==> src/rtl/present_pool_ctrl.sv <==
// rtl/present_pool_ctrl.sv - falling-present slot pool: allocate, time, collect and report slots
// Optional build macro PRESENT_BLINK_EN makes a slot blink once its remaining lifetime drops to BLINK_SEC.
module present_pool_ctrl #(
    parameter int NUM_SLOTS = 3,
    parameter int TYPE_W    = 2,
    parameter int LIFE_SEC  = 10,
    parameter int TIMER_W   = 4,
    parameter int BLINK_SEC = 3
) (
    input  logic                 clk,
    input  logic                 resetN,
    input  logic                 drop_req,
    input  logic [TYPE_W-1:0]    drop_type,
    input  logic                 sec_tick,
    input  logic [NUM_SLOTS-1:0] col_player,
    input  logic [NUM_SLOTS-1:0] col_rope,
    output logic [NUM_SLOTS-1:0] slot_visible,
    output logic [NUM_SLOTS-1:0] slot_run,
    output logic                 drop_ack,
    output logic [2:0]           drop_slot,
    output logic                 pool_full,
    output logic                 collect_valid,
    output logic [TYPE_W-1:0]    collect_type,
    output logic [2:0]           collect_slot,
    output logic                 expire_pulse,
    output logic                 col_any
);

    typedef enum logic [1:0] {S_IDLE, S_ACTIVE, S_PENDING} slot_state_t;

    slot_state_t         r_state    [NUM_SLOTS];
    slot_state_t         w_state_nx [NUM_SLOTS];
    logic [TIMER_W-1:0]  r_timer    [NUM_SLOTS];
    logic [TIMER_W-1:0]  w_timer_nx [NUM_SLOTS];
    logic [TYPE_W-1:0]   r_type     [NUM_SLOTS];
    logic [TYPE_W-1:0]   w_type_nx  [NUM_SLOTS];

    logic [NUM_SLOTS-1:0] w_hit;
    logic [NUM_SLOTS-1:0] w_expire;
    logic [NUM_SLOTS-1:0] w_active_nx;
    logic [NUM_SLOTS-1:0] w_vis_nx;
    logic                 w_full_nx;
    logic                 w_alloc;
    logic [2:0]           w_alloc_idx;
    logic                 w_pend_any;
    logic [2:0]           w_pend_idx;

    assign w_hit   = col_player | col_rope;
    assign col_any = |w_hit;

    // Descending scan so the lowest matching index is the one left standing.
    always_comb begin
        w_alloc     = 1'b0;
        w_alloc_idx = '0;
        w_pend_any  = 1'b0;
        w_pend_idx  = '0;
        for (int i = NUM_SLOTS - 1; i >= 0; i--) begin
            if (r_state[i] == S_IDLE) begin
                w_alloc     = drop_req;
                w_alloc_idx = 3'(i);
            end
            if (r_state[i] == S_PENDING) begin
                w_pend_any = 1'b1;
                w_pend_idx = 3'(i);
            end
        end
    end

    always_ff @(posedge clk or negedge resetN) begin
        if (!resetN) begin
            for (int i = 0; i < NUM_SLOTS; i++) begin
                r_state[i] <= S_IDLE;
                r_timer[i] <= TIMER_W'(LIFE_SEC);
                r_type[i]  <= '0;
            end
        end else begin
            for (int i = 0; i < NUM_SLOTS; i++) begin
                r_state[i] <= w_state_nx[i];
                r_timer[i] <= w_timer_nx[i];
                r_type[i]  <= w_type_nx[i];
            end
        end
    end

    // A collision outranks a same-cycle expiry so the present is still collected.
    always_comb begin
        w_expire = '0;
        for (int i = 0; i < NUM_SLOTS; i++) begin
            w_state_nx[i] = r_state[i];
            w_timer_nx[i] = r_timer[i];
            w_type_nx[i]  = r_type[i];
            case (r_state[i])
                S_IDLE: begin
                    if (w_alloc && (w_alloc_idx == 3'(i))) begin
                        w_state_nx[i] = S_ACTIVE;
                        w_timer_nx[i] = TIMER_W'(LIFE_SEC);
                        w_type_nx[i]  = drop_type;
                    end
                end
                S_ACTIVE: begin
                    if (w_hit[i]) begin
                        w_state_nx[i] = S_PENDING;
                    end else if (sec_tick) begin
                        if (r_timer[i] == TIMER_W'(1)) begin
                            w_state_nx[i] = S_IDLE;
                            w_expire[i]   = 1'b1;
                        end else begin
                            w_timer_nx[i] = r_timer[i] - TIMER_W'(1);
                        end
                    end
                end
                S_PENDING: begin
                    if (w_pend_idx == 3'(i)) begin
                        w_state_nx[i] = S_IDLE;
                    end
                end
                default: w_state_nx[i] = S_IDLE;
            endcase
        end
    end

    always_comb begin
        w_full_nx   = 1'b1;
        w_active_nx = '0;
        for (int i = 0; i < NUM_SLOTS; i++) begin
            w_active_nx[i] = (w_state_nx[i] == S_ACTIVE);
            if (w_state_nx[i] == S_IDLE) begin
                w_full_nx = 1'b0;
            end
        end
    end

`ifdef PRESENT_BLINK_EN
    logic [NUM_SLOTS-1:0] r_blink;
    logic [NUM_SLOTS-1:0] w_blink_nx;

    always_comb begin
        w_blink_nx = r_blink;
        for (int i = 0; i < NUM_SLOTS; i++) begin
            if ((r_state[i] == S_IDLE) && (w_state_nx[i] == S_ACTIVE)) begin
                w_blink_nx[i] = 1'b1;
            end else if ((r_state[i] == S_ACTIVE) && sec_tick &&
                         (r_timer[i] <= TIMER_W'(BLINK_SEC))) begin
                w_blink_nx[i] = ~r_blink[i];
            end
        end
    end

    always_ff @(posedge clk or negedge resetN) begin
        if (!resetN) begin
            r_blink <= '1;
        end else begin
            r_blink <= w_blink_nx;
        end
    end

    assign w_vis_nx = w_active_nx & w_blink_nx;
`else
    assign w_vis_nx = w_active_nx;
`endif

    always_ff @(posedge clk or negedge resetN) begin
        if (!resetN) begin
            slot_visible  <= '0;
            slot_run      <= '0;
            drop_ack      <= 1'b0;
            drop_slot     <= '0;
            pool_full     <= 1'b0;
            collect_valid <= 1'b0;
            collect_type  <= '0;
            collect_slot  <= '0;
            expire_pulse  <= 1'b0;
        end else begin
            slot_visible  <= w_vis_nx;
            slot_run      <= w_active_nx;
            drop_ack      <= w_alloc;
            drop_slot     <= w_alloc_idx;
            pool_full     <= w_full_nx;
            collect_valid <= w_pend_any;
            collect_type  <= r_type[w_pend_idx];
            collect_slot  <= w_pend_idx;
            expire_pulse  <= |w_expire;
        end
    end

endmodule

==> config.mk <==
export PLATFORM = sky130hd
export DESIGN_NAME = present_pool_ctrl
export DESIGN_NICKNAME = d
export VERILOG_FILES = /design/src/rtl/present_pool_ctrl.sv
export SDC_FILE = /design/constraint.sdc
export NUM_CORES = 1
export LEC_CHECK = 0
export BUFFER_PORTS_ARGS = -buffer_cell sky130_fd_sc_hd__buf_2
export CAP_MARGIN = 20
export CORE_UTILIZATION = 46
export DETAILED_ROUTE_END_ITERATION = 10
export GPL_TIMING_DRIVEN = 0
export PLACE_DENSITY_LB_ADDON = 0.25
export SKIP_CTS_REPAIR_TIMING = 1
export SLEW_MARGIN = 40
export SYNTH_ARGS = -nofsm -noshare
export SYNTH_HDL_FRONTEND = slang
export SYNTH_SLANG_ARGS = --single-unit
==> constraint.sdc <==
create_clock -name clk -period 2.05 [get_ports clk]
set_input_delay 0.1025 -clock clk [delete_from_list [all_inputs] [get_ports clk]]
set_output_delay 0.1025 -clock clk [all_outputs]
set_load 0.02 [all_outputs]
==> summary.md <==
| Metric | Value |
|---|---|
| Mean area per synthesized cell | 10.81 sq um |
| Sw Pwr | 0.8482 mW |
| # DRC | 0 |
| Clock Path Buffers | 2 |
| Number of synthesized flops with an enable pin | 0 |
| Post-DP HPWL | 2567 um |
| Yosys reg bits | 37 |
| Multiplexer area fraction after synthesis | 5.965% |
| IO Port Bufs | 28 |
| HP Class | input port to flip-flop |
| Placed cell count | 242 |
| Post-synthesis sequential area ratio | 52.35% |
| Rel. slew slack | 51.07% |
| Post-synthesis compound-gate area fraction | 11.30% |
| N_diodes | 0 |
| Post-synthesis xor/xnor area fraction | 0.4912% |
| CTS buffer count | 5 |
| GRT Overall Usage | 19.48% |
| Final setup vio count | 0 |
| Largest family of logic cells by synthesized area | simple AND/OR/NAND/NOR gates |
| Mapped Cells | 165 |
| Clock share of power | 20.3% |
| VDD IR max | 0.5883 mV |
| RSZ-0062 raised after global routing | no |
| # Max-Cap Violations | 0 |
| Crit start category | flip-flop |
| Post-Syn Area | 1783 sq um |
| Worst path cell trace | inv_1 -> ha_1 -> or3b_2 -> o21ai_0 -> nand2_1 -> o221a_2 |
| First-pass GRT wire length | 5858 um |
| TritonRoute pass-1 iters | 4 |
| Yosys Warn Count | 0 |
| Minimum clock period | 1.861 ns |
| Clock Root Buffer | clkbuf_8 |
| Most numerous cell in the Yosys netlist | dfrtp_1 |
| Power share of the combinational group | 33.4% |
| Die width | 64.26 um |
| Post-synthesis simple-gate area fraction | 20.00% |
| Sw frac | 34.36% |
| Post-synth top area share | 43.51% |
| RePlAce Congestion | 0.7758 |
| Clock skew | 0.005506 ns |
| Grt met2 use | 31.97% |
| Post-Place Worst Slack | 0.1997 ns |
| Largest net degree at the start of global routing | 38 |
| Hold Vio Cnt, Final | 0 |
| Fin cells | 250 |
| WL per Instance | 13.98 um |
| Placed Area | 1987 sq um |
| Number of vias per cell | 5.312 |
| Slew Limit Fails | 0 |
| Met1 usage | 22.75% |
| Setup TNS | 0 ns |
| TritonCTS clock tree | yes |
| Slowest Stage Delay on Critical Path | 0.49 ns |
| Post-synth top cells | 31 x dfrtp_1, 13 x nor2_1, 9 x inv_1, 9 x nand2_1 |
| Status | finished, final reports clean |
| Sequential share of power | 46.3% |
| Ports | 31 |
| Ys async rst share | 100.0% |
| Final setup margin | 0.1892 ns |
| Row cnt | 22 |
| Post-Route Utilization | 56.55% |
| Worst setup EP type | flip-flop |
| P per Cell Area | 1184 nW/um^2 |
| Total wire length | 3495 um |
| Slowest CP cell | or3b_2 |
| Share of layout cells above drive strength 1 | 31.68% |
| Met3 Use GR | 5.893% |
| Starting Density | 48.34% |
| Final Cycle Share | 90.77% |
| Via Count | 1,328 |
| Primary FF master, synth | dfrtp_1 |
| Area share of fa/ha/maj cells after synthesis | 4.211% |
| Overflow left after global routing | 0 |
| Worst EP arrival | 2.03 ns |
| Worst Path Max Fanout | 4 |
| Final net count | 220 |
| Core Box Area | 3689 sq um |
| Clock latency at the later pin of the worst-skew pair | 0.29 ns |
| Synth area leaders | dfrtp_1 44%, dfstp_2 8.8%, ha_1 4.2% |
| Die area | 4129 sq um |
| Leak Pwr | 1.031 nW |
| Worst Path Buf+Inv | 1 |
| Antenna Nets Post-Route | 0 |
| Crit Path Category | flip-flop to flip-flop |
| Netlist cell types | 43 |
| Clock slew at reported path FFs | 0.07 ns |
| Initial antenna violation count | 0 |
| Initial DRC count | 46 |
| Clock sinks | 37 |
| H-tree depth | 2 |
| Worst Tran Pin Value | 0.7238 ns |
| WP data required | 2.22 ns |
| DIE HEIGHT | 64.26 um |
| Final instance area | 2086 sq um |
| Internal power | 1.621 mW |
| Peak Freq | 537.4 MHz |
| Largest delay share family, worst path | simple AND/OR/NAND/NOR gates |
| Area growth, synth to finish | 16.98% |
| Global route hottest layer | met2 |
| Vias in the first global route | 1,311 |
| Post-synth top area cell | dfrtp_1 |
-- kinds of logic after synthesis --
kind of cell,after synthesis
AND/OR/NAND/NOR,62
flip-flops,37
AO/OA/AOI/OAI,30
buffers and inverters,19
multiplexers,9
adder cells (fa/ha/maj),6
other,1
XOR/XNOR,1
-- routing by layer --
layer | vias to the layer above | wire length, um
li1 | 651 | -
met1 | 642 | 1604
met2 | 29 | 1683
met3 | 6 | 142
met4 | 0 | 65
met5 | - | 0
-- final timing paths --
| check | from | end | slack [ns] | depth (start not counted) |
|---|---|---|---|---|
| max | r_timer[1] | pool_full | 0.19 | 6 |
| min | drop_type[0] | r_type[0] | 0.08 | 2 |
| max reg2reg | r_timer[1] | pool_full | 0.19 | 6 |
| min reg2reg | r_type[3] | r_type[3] | 0.51 | 1 |
| max in group asynchronous | resetN | r_timer[3] | 1.39 | 2 |
| min in group asynchronous | resetN | slot_run[0] | 0.31 | 2 |
-- layout make-up --
type                            instances  area, sq um
Buffer                                 10        63.81
Clock buffer                            7        86.33
Fill cell                             336         1603
Inverter                                9        33.78
Multi-Input combinational cell        110        755.7
Sequential cell                        37        933.4
Tap cell                               48        60.06
Timing Repair Buffer                   29        152.6
-- cell usage in the layout (no fill, tap or decap), types with 3 or more instances in the layout --
| cell type | instances |
|---|---|
| buf_4 | 7 |
| nor2_1 | 13 |
| a21oi_1 | 6 |
| nand2b_1 | 4 |
| clkbuf_8 | 6 |
| nand2_1 | 9 |
| buf_2 | 30 |
| dfstp_2 | 6 |
| mux2_2 | 5 |
| o22ai_1 | 4 |
| dfrtp_1 | 31 |
| or3_1 | 3 |
| ha_1 | 6 |
| inv_1 | 9 |
| or3b_2 | 4 |
| nor3_1 | 4 |
| nand3_1 | 7 |
| o31ai_1 | 3 |
| nor2b_1 | 3 |
| o21ai_0 | 7 |
| nor3b_1 | 3 |
-- registers in the layout, indices dropped and copies added (netlist names) --
register and flops:
r_timer 12, r_state 6, r_type 6, slot_run 3
collect_slot 2, collect_type 2, drop_slot 2, collect_valid 1
drop_ack 1, expire_pulse 1, pool_full 1
-- per-stage QoR --
step / power [mW] / hold slack (ns)
final: 2.469 / 0.07950
after global routing: 2.662 / 0.06995
after CTS: 2.496 / -0.07012
after detailed placement: 1.979 / 0.2372
after global placement: 1.929 / 0.2262
after floorplan: 1.721 / -0.1931
-- power by group through the flow --
| stage | clock network [mW] | logic [mW] | registers (mW) |
|---|---|---|---|
| after floorplan | 0 | 0.509 | 1.21 |
| after global placement | 0 | 0.789 | 1.14 |
| after detailed placement | 0 | 0.823 | 1.16 |
| after CTS | 0.519 | 0.831 | 1.14 |
| after global routing | 0.564 | 0.915 | 1.18 |
| final | 0.501 | 0.824 | 1.14 |
Power figures use the tool's default switching activity.
